**src/rtl/speed_loop_pkg.sv**
```systemverilog
// speed_loop_pkg: shared widths, PI state encoding and the clamp helper for the speed loop.
package speed_loop_pkg;
    localparam int PHI_W  = 12;
    localparam int IQ_W   = 16;
    localparam int PROD_W = 41;
    localparam int ACC_W  = 48;

    typedef enum logic [2:0] {S_IDLE, S_ERR, S_MUL, S_SUM, S_OUT} state_t;

    function automatic logic signed [ACC_W-1:0] sat_s(
        input logic signed [ACC_W-1:0] value,
        input logic signed [ACC_W-1:0] limit
    );
        return value > limit ? limit : (value < -limit ? -limit : value);
    endfunction
endpackage

```
**src/rtl/speed_pi_loop_meas.sv**
```systemverilog
// speed_meas: decimates the control tick and differences the wrapped mechanical angle once per speed period.
module speed_meas
    import speed_loop_pkg::*;
#(
    parameter logic [15:0] DECIM = 16'd18
) (
    input  logic                   clk,
    input  logic                   rstn,
    input  logic                   en,
    input  logic [PHI_W-1:0]       phi,
    input  logic                   busy,
    output logic                   stb,
    output logic signed [IQ_W-1:0] delta
);
    localparam logic [15:0] LAST = DECIM - 16'd1;

    logic [15:0]      cnt;
    logic [PHI_W-1:0] phi_prev;
    logic [PHI_W-1:0] diff;
    logic             valid;
    logic             tick;

    assign tick  = en && cnt == LAST;
    // modulo-4096 difference read as two's complement gives the shortest signed path
    assign diff  = phi - phi_prev;
    assign delta = IQ_W'($signed(diff));
    assign stb   = tick && !busy && valid;

    always_ff @(posedge clk or negedge rstn)
        if (!rstn) begin
            cnt      <= '0;
            phi_prev <= '0;
            valid    <= 1'b0;
        end else begin
            if (en) cnt <= tick ? '0 : cnt + 16'd1;
            if (tick && !busy) begin
                phi_prev <= phi;
                valid    <= 1'b1;
            end
        end
endmodule

```
**src/rtl/speed_pi_loop.sv**
```systemverilog
// speed_pi_loop: decimated speed measurement feeding a saturating PI controller that sets the foc iq target.
module speed_pi_loop
    import speed_loop_pkg::*;
#(
    parameter logic [15:0] DECIM  = 16'd18,
    parameter logic [23:0] KP     = 24'd65536,
    parameter logic [23:0] KI     = 24'd256,
    parameter logic [15:0] IQ_MAX = 16'd400
) (
    input  logic                   rstn,
    input  logic                   clk,
    input  logic                   i_en,
    input  logic [PHI_W-1:0]       i_phi,
    input  logic                   i_enable,
    input  logic signed [IQ_W-1:0] i_speed_aim,
    output logic                   o_en,
    output logic signed [IQ_W-1:0] o_speed,
    output logic signed [IQ_W-1:0] o_iq_aim
);
    localparam logic signed [ACC_W-1:0]  ERR_LIM = 48'sd32767;
    localparam logic signed [ACC_W-1:0]  OUT_LIM = {32'd0, IQ_MAX};
    localparam logic signed [ACC_W-1:0]  INT_LIM = OUT_LIM <<< 16;
    localparam logic signed [PROD_W-1:0] KP_S    = {17'd0, KP};
    localparam logic signed [PROD_W-1:0] KI_S    = {17'd0, KI};

    state_t                    state;
    logic                      stb;
    logic signed [IQ_W-1:0]    delta;
    logic signed [IQ_W-1:0]    err;
    logic signed [IQ_W-1:0]    speed;
    logic signed [PROD_W-1:0]  p;
    logic signed [PROD_W-1:0]  i_inc;
    logic signed [ACC_W-1:0]   integ;
    logic signed [ACC_W-1:0]   integ_nxt;
    logic signed [ACC_W-1:0]   sum;

    speed_meas #(.DECIM(DECIM)) u_meas (
        .clk   (clk),
        .rstn  (rstn),
        .en    (i_en),
        .phi   (i_phi),
        .busy  (state != S_IDLE),
        .stb   (stb),
        .delta (delta)
    );

    assign integ_nxt = sat_s(integ + ACC_W'(i_inc), INT_LIM);
    assign sum       = (ACC_W'(p) + integ) >>> 16;

    always_ff @(posedge clk or negedge rstn)
        if (!rstn) begin
            state    <= S_IDLE;
            o_en     <= 1'b0;
            o_speed  <= '0;
            o_iq_aim <= '0;
            err      <= '0;
            speed    <= '0;
            p        <= '0;
            i_inc    <= '0;
            integ    <= '0;
        end else begin
            o_en <= 1'b0;
            case (state)
                S_IDLE: if (stb) begin
                    err   <= IQ_W'(sat_s(ACC_W'(i_speed_aim) - ACC_W'(delta), ERR_LIM));
                    speed <= delta;
                    state <= S_ERR;
                end
                S_ERR: begin
                    p     <= KP_S * PROD_W'(err);
                    i_inc <= KI_S * PROD_W'(err);
                    state <= S_MUL;
                end
                S_MUL: begin
                    integ <= integ_nxt;
                    state <= S_SUM;
                end
                S_SUM: begin
                    o_iq_aim <= IQ_W'(sat_s(sum, OUT_LIM));
                    o_speed  <= speed;
                    o_en     <= 1'b1;
                    state    <= S_OUT;
                end
                default: state <= S_IDLE;
            endcase
            // a disabled loop overrides whatever the pipeline produced this cycle
            if (!i_enable) begin
                integ    <= '0;
                o_iq_aim <= '0;
            end
        end
endmodule

```
**config.mk**
```make
export PLATFORM = sky130hd
export DESIGN_NAME = speed_pi_loop
export DESIGN_NICKNAME = d
export VERILOG_FILES = /design/src/rtl/speed_loop_pkg.sv /design/src/rtl/speed_pi_loop_meas.sv /design/src/rtl/speed_pi_loop.sv
export SDC_FILE = /design/constraint.sdc
export NUM_CORES = 1
export LEC_CHECK = 0
export ABC_AREA = 1
export BUFFER_PORTS_ARGS = -buffer_cell sky130_fd_sc_hd__buf_2
export CAP_MARGIN = 5
export CORE_ASPECT_RATIO = 1.2
export CORE_MARGIN = 4
export CORE_UTILIZATION = 50
export CTS_BUF_LIST = sky130_fd_sc_hd__clkbuf_2
export CTS_CLUSTER_SIZE = 10
export DETAILED_ROUTE_END_ITERATION = 6
export PLACE_DENSITY = 0.67
export SLEW_MARGIN = 10
export SYNTH_ARGS = -nofsm -noshare
export SYNTH_HDL_FRONTEND = slang
export SYNTH_SLANG_ARGS = --single-unit
```
**constraint.sdc**
```tcl
create_clock -name clk -period 4.35 [get_ports clk]
set_input_delay 0.6525 -clock clk [delete_from_list [all_inputs] [get_ports clk]]
set_output_delay 0.6525 -clock clk [all_outputs]
set_load 0.02 [all_outputs]
```
Word level (Yosys, flattened, before mapping):

Index checks and enable logic that the tools add are counted.

* register bits after elaboration: 169
* latch bits: 0
* RAM bits: 0
* bits in read-only memories: 0
* output and inout port bits: 33
* word-level logic and storage cells: 51
* memories kept: 0

* $add $sub $neg: 5
* $mul: 0
* divide/modulo/power cells: 0
* $lt $le $gt $ge: 6
* equal/unequal tests: 7
* shifts and indexed selects: 0
* mux-type cells: 14
* bitwise logic cells: 0
* reductions and logical operators: 7

Operators by type and width (count)
* two-way mux 48 bit: 4
* two-way mux 16 bit: 7
* adder 32 x 48 -> 48 bit: 1
* adder 48 x 24 -> 48 bit: 1
* greater-than comparator 48 x 26 -> 1 bit, second input constant: 1
* less-than comparator 48 x 26 -> 1 bit, second input constant: 1
* greater-than comparator 32 x 10 -> 1 bit, second input constant: 1
* less-than comparator 32 x 10 -> 1 bit, second input constant: 1
* greater-than comparator 17 x 16 -> 1 bit, second input constant: 1
* less-than comparator 17 x 16 -> 1 bit, second input constant: 1
* subtractor 16 x 12 -> 17 bit: 1
* adder 16 x 1 -> 16 bit, second input constant: 1
* == test 16 x 5 -> 1 bit, second input constant: 1
* case mux 3 bit (4 select lines): 1
* subtractor 12 bit: 1
* == test 3 x 2 -> 1 bit, second input constant: 2
* != test 2 x 1 -> 1 bit, second input constant: 2
* == test 3 x 1 -> 1 bit, second input constant: 1
* logical AND 1 bit: 3
* zero test 3 bit: 1
* two-way mux 3 bit: 1
* nonzero test 3 bit: 1
* != test 2 bit, second input constant: 1
* AND reduction 2 bit: 1
* 2 further kinds: 2

Depth between registers and ports, before layout:

Gate-level depths: netlist (run 1).

* word-level depth: 6
* depth in mapped cells: 29
* mapped depth without buffers: 28

Modules after synthesis:

From an unflattened synthesis (run 1), not the netlist that was laid out.

* cell total of the unflattened synthesis: 2255
* area total of the unflattened synthesis: 13631.8 µm²

Modules (own cells, without submodules)
* speed_pi_loop: instances 1, cells each 1927, area each 11407.2 µm², sequential area each 3103.0 µm²
* speed_meas: instances 1, cells each 328, area each 2224.6 µm², sequential area each 725.7 µm²

Least setup slack after synthesis (run 1):

No wires, ideal clock.

* path type: input port to flip-flop
* start: input port i_phi[0]
* end: register err[2]
* library setup time: 0.120 ns
* arrival time: 3.557 ns
* required time: 4.230 ns
* setup slack: 0.673 ns
* stages on the path: 28
* path through: inv_1 > ha_1 > inv_1 > fa_1 > nand3_1 > nand3_1 > a21oi_1 > xor2_1 > ha_1 > nand2_1 > inv_1 > a21oi_1 > nand2_1 > nand2_1 > nand3_1 > nand2_1 > inv_1 > nand2_1 > nand2_1 > nand3_1 > nand2_1 > o21ai_1 > nand2_1 > nand2_1 > nand2_2 > buf_6 > nand2_2 > a21oi_2

* longest elaborated chain between the ends: 5
* elaborated cells on any way between the ends: 6

Ends and longest elaborated chain
* start, declared: line speed_pi_loop.sv:13 `input logic [PHI_W-1:0] i_phi,`
* subtractor 12 bit *: line speed_pi_loop_meas.sv:25 `assign diff = phi - phi_prev;`
* subtractor 16 x 12 -> 17 bit *: line speed_pi_loop.sv:65 `err <= IQ_W'(sat_s(ACC_W'(i_speed_aim) - ACC_W'(delta), ERR_LIM));`
* less-than comparator 17 x 16 -> 1 bit: line speed_loop_pkg.sv:14 `return value > limit ? limit : (value < -limit ? -limit : value);`
* two-way mux 16 bit: line speed_loop_pkg.sv:14
* two-way mux 16 bit *: line speed_loop_pkg.sv:14
* end signal, assigned: line speed_pi_loop.sv:65
* end, declared: line speed_pi_loop.sv:29 `logic signed [IQ_W-1:0] err;`

Mark *: on every way between the ends. The rest lies on a longest branch, timed or not.
A chain may end at the register's enable or synchronous reset.

Worst setup path in the final report (run 1):

* start: register i_inc[23] (netlist name)
* end: register integ[12]

* longest elaborated chain between the ends: 6
* elaborated cells on any way between the ends: 7

Ends and longest elaborated chain
* adder 48 x 24 -> 48 bit *: line speed_pi_loop.sv:47 `assign integ_nxt = sat_s(integ + ACC_W'(i_inc), INT_LIM);`
* less-than comparator 48 x 26 -> 1 bit: line speed_loop_pkg.sv:14
* two-way mux 48 bit: line speed_loop_pkg.sv:14
* two-way mux 48 bit *: line speed_loop_pkg.sv:14
* two-way mux 48 bit *: line speed_pi_loop.sv:63 `case (state)`
* two-way mux 48 bit *: line speed_pi_loop.sv:87 `if (!i_enable) begin`
* end signal, assigned: line speed_pi_loop.sv:75 `integ <= integ_nxt;`
* end, declared: line speed_pi_loop.sv:33 `logic signed [ACC_W-1:0] integ;`

Mark *: on every way between the ends. The rest lies on a longest branch, timed or not. The select of a mux whose other input is x is not followed.

==> results.py, run 1 <==
metrics = {
    "status": {
        "status": "finished, violations left",
        "violations": "DRC",
    },
    "critical_path": {
        "crit_start": "i_inc[23]",
        "path_buf_inv": 4,
        "regToRegSetupSlack_ns": 0.31,
        "critPathMostFrequentCell": "nand2_1",
        "rr_worst_depth": 19,
        "crit_family": "simple AND/OR/NAND/NOR gates",
        "slowest_delay_ns": 0.46,
        "cp-start-kind": "flip-flop",
        "timing.rr.start": "i_inc[23]",
        "cp_data_arrival_time_ns": 4.77,
        "cp-end-kind": "flip-flop",
        "cp_slowest_cell": "dfrtp_1",
        "crit_chain": "buf_12, ha_1, nand2_1, nor2_1, inv_1, nor2_1, nand3_1, nand2_1, xor2_1, nand4_1, nor2_1, nand4_1, ha_1, inv_1, nand2_1, buf_12, nor2_1, nand2_1, nand2_1",
        "r2r_end": "integ[12]",
        "crit_type": "flip-flop to flip-flop",
        "cp_max_fo": 25,
        "required_ns": 5.08,
    },
    "cells_and_area": {
        "final_area_sq_um": 13500,
        "post_route_cells_drive_above_1_share_pct": 12.6,
        "nNetsFinal": 2046,
        "fin_util_pct": 55.9,
        "area_growth_pct": 9.93,
    },
    "min_path": {
        "holdCritPathClass": "primary input to flip-flop",
        "min_to": "u_meas.phi_prev[2]",
        "hold_start": "i_phi[2]",
        "whs_path_depth": 3,
    },
    "placement": {
        "port_buffers": 64,
        "place_area_sq_um": 13200,
        "dpl_worst_slack_ns": 0.153,
        "routabilityCongestion": 1.03,
        "dp.final_hpwl_microns": 31700,
    },
    "sta": {
        "finClkSkew_ns": 0.0429,
        "tns_ns": 0,
        "hold_viol": 0,
        "post-route-min-period_ns": 4.04,
        "final-setup-viol-count": 0,
        "worst_slew_pin_slew_ns": 1.06,
        "final_max_slew_viol_count": 0,
        "setup_slack_ns": 0.308,
        "slew_headroom_pct": 29.3,
        "fmax_mhz": 247,
        "fin_crit_sh_pct": 92.9,
    },
    "routing": {
        "wl_per_cell_microns": 17.1,
        "num_vias": 12200,
        "drtIter0Drc": 735,
        "drt_wl_total_microns": 38800,
        "drc": 1,
        "avgViaCountPerCell": 5.36,
        "antenna_left": 0,
        "firstDrtPassIters": 7,
    },
    "synth": {
        "synth_edf_count": 0,
        "synth_top_area_cell": "dfrtp_1",
        "syn_area_per_cell_sq_um": 6.65,
        "ys_ff_latch": 145,
        "synth_top_area_share_pct": 29.6,
        "syn_inst": 1841,
        "synth_top_cells_by_count": "575 x nand2_1, 243 x inv_1, 181 x nor2_1",
        "seq_area_frac_synth_pct": 29.6,
        "synthArstFlopShare_pct": 100,
        "synth_cell_types": 51,
        "yosysMostFrequentCell": "nand2_1",
        "yosysWarnings": 0,
        "syn_area_sq_um": 12200,
        "synth_fp_nets": 1953,
        "synth_flop_cell": "dfrtp_1",
        "yosys-top-cells-area": "dfrtp_1 30%, nand2_1 18%, ha_1 7.8%, inv_1 7.5%, nor2_1 5.6%",
    },
    "global_route": {
        "grt.overflow.total": 0,
        "grt_first_pass_wirelength_microns": 61700,
        "antenna_found_initial": 1,
        "grt_max_degree": 93,
        "grt.total_usage_pct": 29.5,
        "grt_pass1_vias": 11800,
    },
    "floorplanning": {
        "core_sq_um": 24000,
        "ioPinCount": 65,
        "start_util_pct": 50.9,
        "die_x_microns": 151,
        "die_height_microns": 179,
        "die-area_sq_um": 27100,
        "num_rows": 62,
    },
    "clock_tree": {
        "cts_tree": "done",
        "cts_sinks": 145,
        "clk_latency_ns": 0.79,
        "cts_root_buf": "clkbuf_2",
        "clk_pin_slew_ns": 0.25,
        "cts_buffers": 17,
        "htreeDepth": 4,
        "clk_path_buf_depth": 2,
    },
    "job": {
        "maxCapViolations": 0,
    },
    "power": {
        "power_leakage_nw": 7.70,
        "power_density_nw_per_um2": 196,
        "ir_worst_vdd_mv": 0.149,
        "fin_total_pwr_w": 0.00264,
    },
}
-- cell families (layout without fill, tap and decap cells) --
| family | count (synthesis) | after routing | share of synthesized area, % |
|---|---|---|---|
| adder cells (fa/ha/maj) | 80 | 80 | 8.42 |
| AO/OA/AOI/OAI | 263 | 263 | 12.3 |
| multiplexers | 16 | 16 | 1.47 |
| AND/OR/NAND/NOR | 996 | 996 | 34.7 |
| buffers and inverters | 279 | 385 | 9.04 |
| other | 0 | 1 | 0 |
| flip-flops | 145 | 145 | 29.6 |
| XOR/XNOR | 62 | 62 | 4.44 |
-- sequential cells by signal, indices dropped and copies added (netlist names) --
register,count
integ,40
err,16
i_inc,16
o_iq_aim,16
u_meas.cnt,16
o_speed,12
speed,12
u_meas.phi_prev,12
state,3
o_en,1
u_meas.valid,1
-- placed cells by master, fill, tap and decap left out, types with 17 or more instances in the layout --
master    instances
buf_2            63
o21ai_0          83
inv_1           243
nand2_2          37
xor2_1           42
clkbuf_2         17
buf_4            35
nand2_1         575
nand3_1         109
nor2_1          181
nor3_1           25
nand4_1          24
xnor2_1          20
ha_1             75
a21oi_1         108
dfrtp_1         145
-- area by class of cell --
cell class              count  area (sq um)
diodes                      1          2.50
clock buffers              17          85.1
clock inverters            15           156
fillers                  2474         10600
inverters                 248           931
multi-input cells        1417          7550
flip-flops and latches    145          3630
well taps                 320           400
repair buffers            105           699
-- tightest hold or removal path, delay by kind of cell --
kind	cells	cell delay, ns
buffers and inverters	1	0.11
AND/OR/NAND/NOR	1	0.09
AO/OA/AOI/OAI	1	0.04
-- power by group --
part	switching [W]	internal [W]	total, W
Clock	0.000574	0.000273	0.000847
Sequential	0.0000378	0.00139	0.00142
Combinational	0.000248	0.000125	0.000373
Total	0.000860	0.00178	0.00264
-- repair_timing --
| item | 4_1_cts | 5_1_grt |
|---|---|---|
| hold endpoints to repair | 91 | 0 |
| setup buffers | 0 | 0 |
| hold buffers | 1 | 0 |
| resized for setup | 0 | 6 |
| setup endpoints to repair | 0 | 39 |
-- layer usage --
| metal | GRT usage, % | share of wire [%] | vias up |
|---|---|---|---|
| met5 | 0 | 0 | - |
| met2 | 51.1 | 48 | 294 |
| met1 | 35.1 | 42 | 5637 |
| met4 | 15.8 | 5.6 | 0 |
| li1 | - | - | 6121 |
| met3 | 4.53 | 4.0 | 105 |
-- worst max path at each step --
| stage | endpoint | slack, ns | cells after the start |
|---|---|---|---|
| floorplan | err[2] | 0.67 | 28 |
| detailed placement | err[11] | 0.15 | 26 |
| global placement | err[14] | 0.18 | 25 |
| CTS | integ[24] | 0.16 | 19 |
| global route | integ[40] | -0.008 | 20 |
| finish | integ[12] | 0.31 | 19 |
-- per-stage QoR --
step           instances  hold WS, ns
4_1_cts             2267       0.0293
2_1_floorplan       1841        0.357
3_3_place_gp        2234        0.445
5_1_grt             2268       0.0323
6_report            2268       0.0957
3_5_place_dp        2234        0.451
No activity file was read; power rests on OpenSTA's default activity.
==> run 2, diff against run 1 <==
CTS_BUF_LIST = sky130_fd_sc_hd__clkbuf_8   (was sky130_fd_sc_hd__clkbuf_2)
PLACE_DENSITY = 0.71   (was 0.67)
SLEW_MARGIN = 30   (was 10)
==> results.py, run 2 (synthesis gave the netlist of run 1 again) <==
metrics = {
    "status": {
        "status": "complete, no violations",
    },
    "clock_tree": {
        "clk_pin_slew_ns": 0.09,
        "clk_path_buf_depth": 2,
        "clk_latency_ns": 0.48,
        "hold_buffers": 0,
        "cts_buffers": 17,
        "htreeDepth": 4,
        "cts_tree": "done",
        "cts_root_buf": "clkbuf_8",
        "cts_setup_buffers": 0,
        "cts_sinks": 145,
    },
    "global_route": {
        "met1_usage_pct": 33.6,
        "grt_max_degree": 86,
        "antenna_found_initial": 0,
        "grt_use_met3_pct": 3.87,
        "grt_pass1_vias": 11600,
        "grt_first_pass_wirelength_microns": 60400,
        "grt.overflow.total": 0,
        "busiest_layer": "met2",
        "grt_use_met2_pct": 51.2,
        "grt.total_usage_pct": 28.7,
    },
    "critical_path": {
        "cp_max_fo": 19,
        "regToRegSetupSlack_ns": 0.24,
        "critPathMostFrequentCell": "nand2_1",
        "cp_slowest_cell": "ha_1",
        "r2r_end": "integ[28]",
        "cp_data_arrival_time_ns": 4.48,
        "timing.rr.start": "i_inc[23]",
        "crit_chain": "buf_4, ha_1, nand2_1, nor2_1, inv_1, nor3_1, nand3_1, nand3_1, xor2_1, nand2_1, nor2_1, nand4_1, ha_4, buf_4, o21ai_0, inv_1, nand2_2, nand2_1",
        "cp-start-kind": "flip-flop",
        "required_ns": 4.72,
        "slowest_delay_ns": 0.53,
        "cp-end-kind": "flip-flop",
        "crit_type": "flip-flop to flip-flop",
        "rr_worst_depth": 18,
    },
    "routing": {
        "antenna_left": 0,
        "drc": 0,
        "num_vias": 12000,
        "wl_per_cell_microns": 16.8,
        "drtIter0Drc": 767,
        "avgViaCountPerCell": 5.35,
        "firstDrtPassIters": 5,
        "drt_wl_total_microns": 37800,
    },
    "cells_and_area": {
        "regArea_sq_um": 3630,
        "multi_input_area_sq_um": 7540,
        "post_route_cells_drive_above_1_share_pct": 12.2,
        "nNetsFinal": 2032,
        "final_common_cell": "nand2_1",
        "area_growth_pct": 9.73,
        "n_antenna_cell": 0,
        "largest_reg_flops": 40,
        "regMostFlops": "integ",
        "fillers": 2462,
        "final_cell_mix": "575 x nand2_1, 243 x inv_1, 180 x nor2_1",
    },
    "sta": {
        "final-setup-viol-count": 0,
        "hold_viol": 0,
        "worst_slew_pin_slew_ns": 0.791,
        "slew_headroom_pct": 47.2,
        "final_max_slew_viol_count": 0,
        "fin_crit_sh_pct": 94.5,
        "rsz0062_at_grt": "false",
        "fmax_mhz": 243,
        "post-route-min-period_ns": 4.11,
        "finClkSkew_ns": 0.0121,
        "tns_ns": 0,
    },
    "min_path": {
        "holdCritPathClass": "primary input to asynchronous set/reset pin",
    },
    "floorplanning": {
        "num_rows": 62,
        "start_util_pct": 50.9,
        "die-area_sq_um": 27100,
        "core_sq_um": 24000,
        "die_x_microns": 151,
        "die_height_microns": 179,
        "ioPinCount": 65,
    },
    "placement": {
        "port_buffers": 64,
        "dp.final_hpwl_microns": 30900,
        "routabilityCongestion": 1.06,
    },
    "power": {
        "fin_total_pwr_w": 0.00282,
        "power_density_nw_per_um2": 210,
        "ir_worst_vdd_mv": 0.181,
        "power_leakage_nw": 7.62,
    },
    "job": {
        "maxCapViolations": 0,
    },
}
-- run 2: timing repair --
action                                  CTS  global route
endpoints found under the setup margin    0            36
endpoints found under the hold margin     0             0
gates resized for setup                   0             6
-- run 2: where the power goes --
group	switching, W	total [W]	leakage, nW	internal [W]
logic	0.000241	0.000364	5.53	0.000123
registers	0.0000350	0.00142	1.91	0.00138
clock network	0.000573	0.00104	0.181	0.000462
total	0.000849	0.00282	7.62	0.00197
-- run 2: worst max-delay path, delay by kind of cell (launching register included) --
family | cells | cell delay, ns
flip-flops | 1 | 0.39
buffers and inverters | 4 | 0.64
AND/OR/NAND/NOR | 10 | 1.57
adder cells (fa/ha/maj) | 2 | 0.83
AO/OA/AOI/OAI | 1 | 0.29
XOR/XNOR | 1 | 0.27
-- run 2: layer usage --
layer | wire length [microns] | vias up | part of all wire, %
met3 | 1610 | 103 | 4.3
met1 | 15400 | 5532 | 41
met5 | 0 | - | 0
met2 | 18800 | 343 | 50
met4 | 1980 | 0 | 5.2
li1 | - | 6067 | -
-- run 2: worst max-delay path by stage --
stage | from | endpoint
3_5_place_dp | i_phi[0] | err[10]
6_report | i_inc[23] | integ[28]
4_1_cts | i_inc[23] | integ[28]
5_1_grt | i_inc[23] | integ[12]
3_3_place_gp | i_inc[23] | integ[28]
2_1_floorplan | i_phi[0] | err[2]
-- run 2: stage by stage --
stage / hold slack, ns / utilization [%] / area, sq um / cells / setup slack, ns
3_5_place_dp: 0.452 / 54.2 / 13000 / 2221 / 0.0990
4_1_cts: 0.225 / 55.7 / 13400 / 2252 / 0.168
2_1_floorplan: 0.357 / - / 12200 / 1841 / 0.673
5_1_grt: 0.237 / 55.8 / 13400 / 2252 / 0.00530
3_3_place_gp: 0.444 / 54.2 / 13000 / 2221 / 0.174
6_report: 0.189 / 55.8 / 13400 / 2252 / 0.241
-- run 2: cell type report --
class,count,share of cell area (%)
clock inverters,13,0.838
multi-input cells,1417,56.2
inverters,248,6.93
clock buffers,18,1.84
repair buffers,91,4.22
well taps,320,2.98
flip-flops and latches,145,27.0
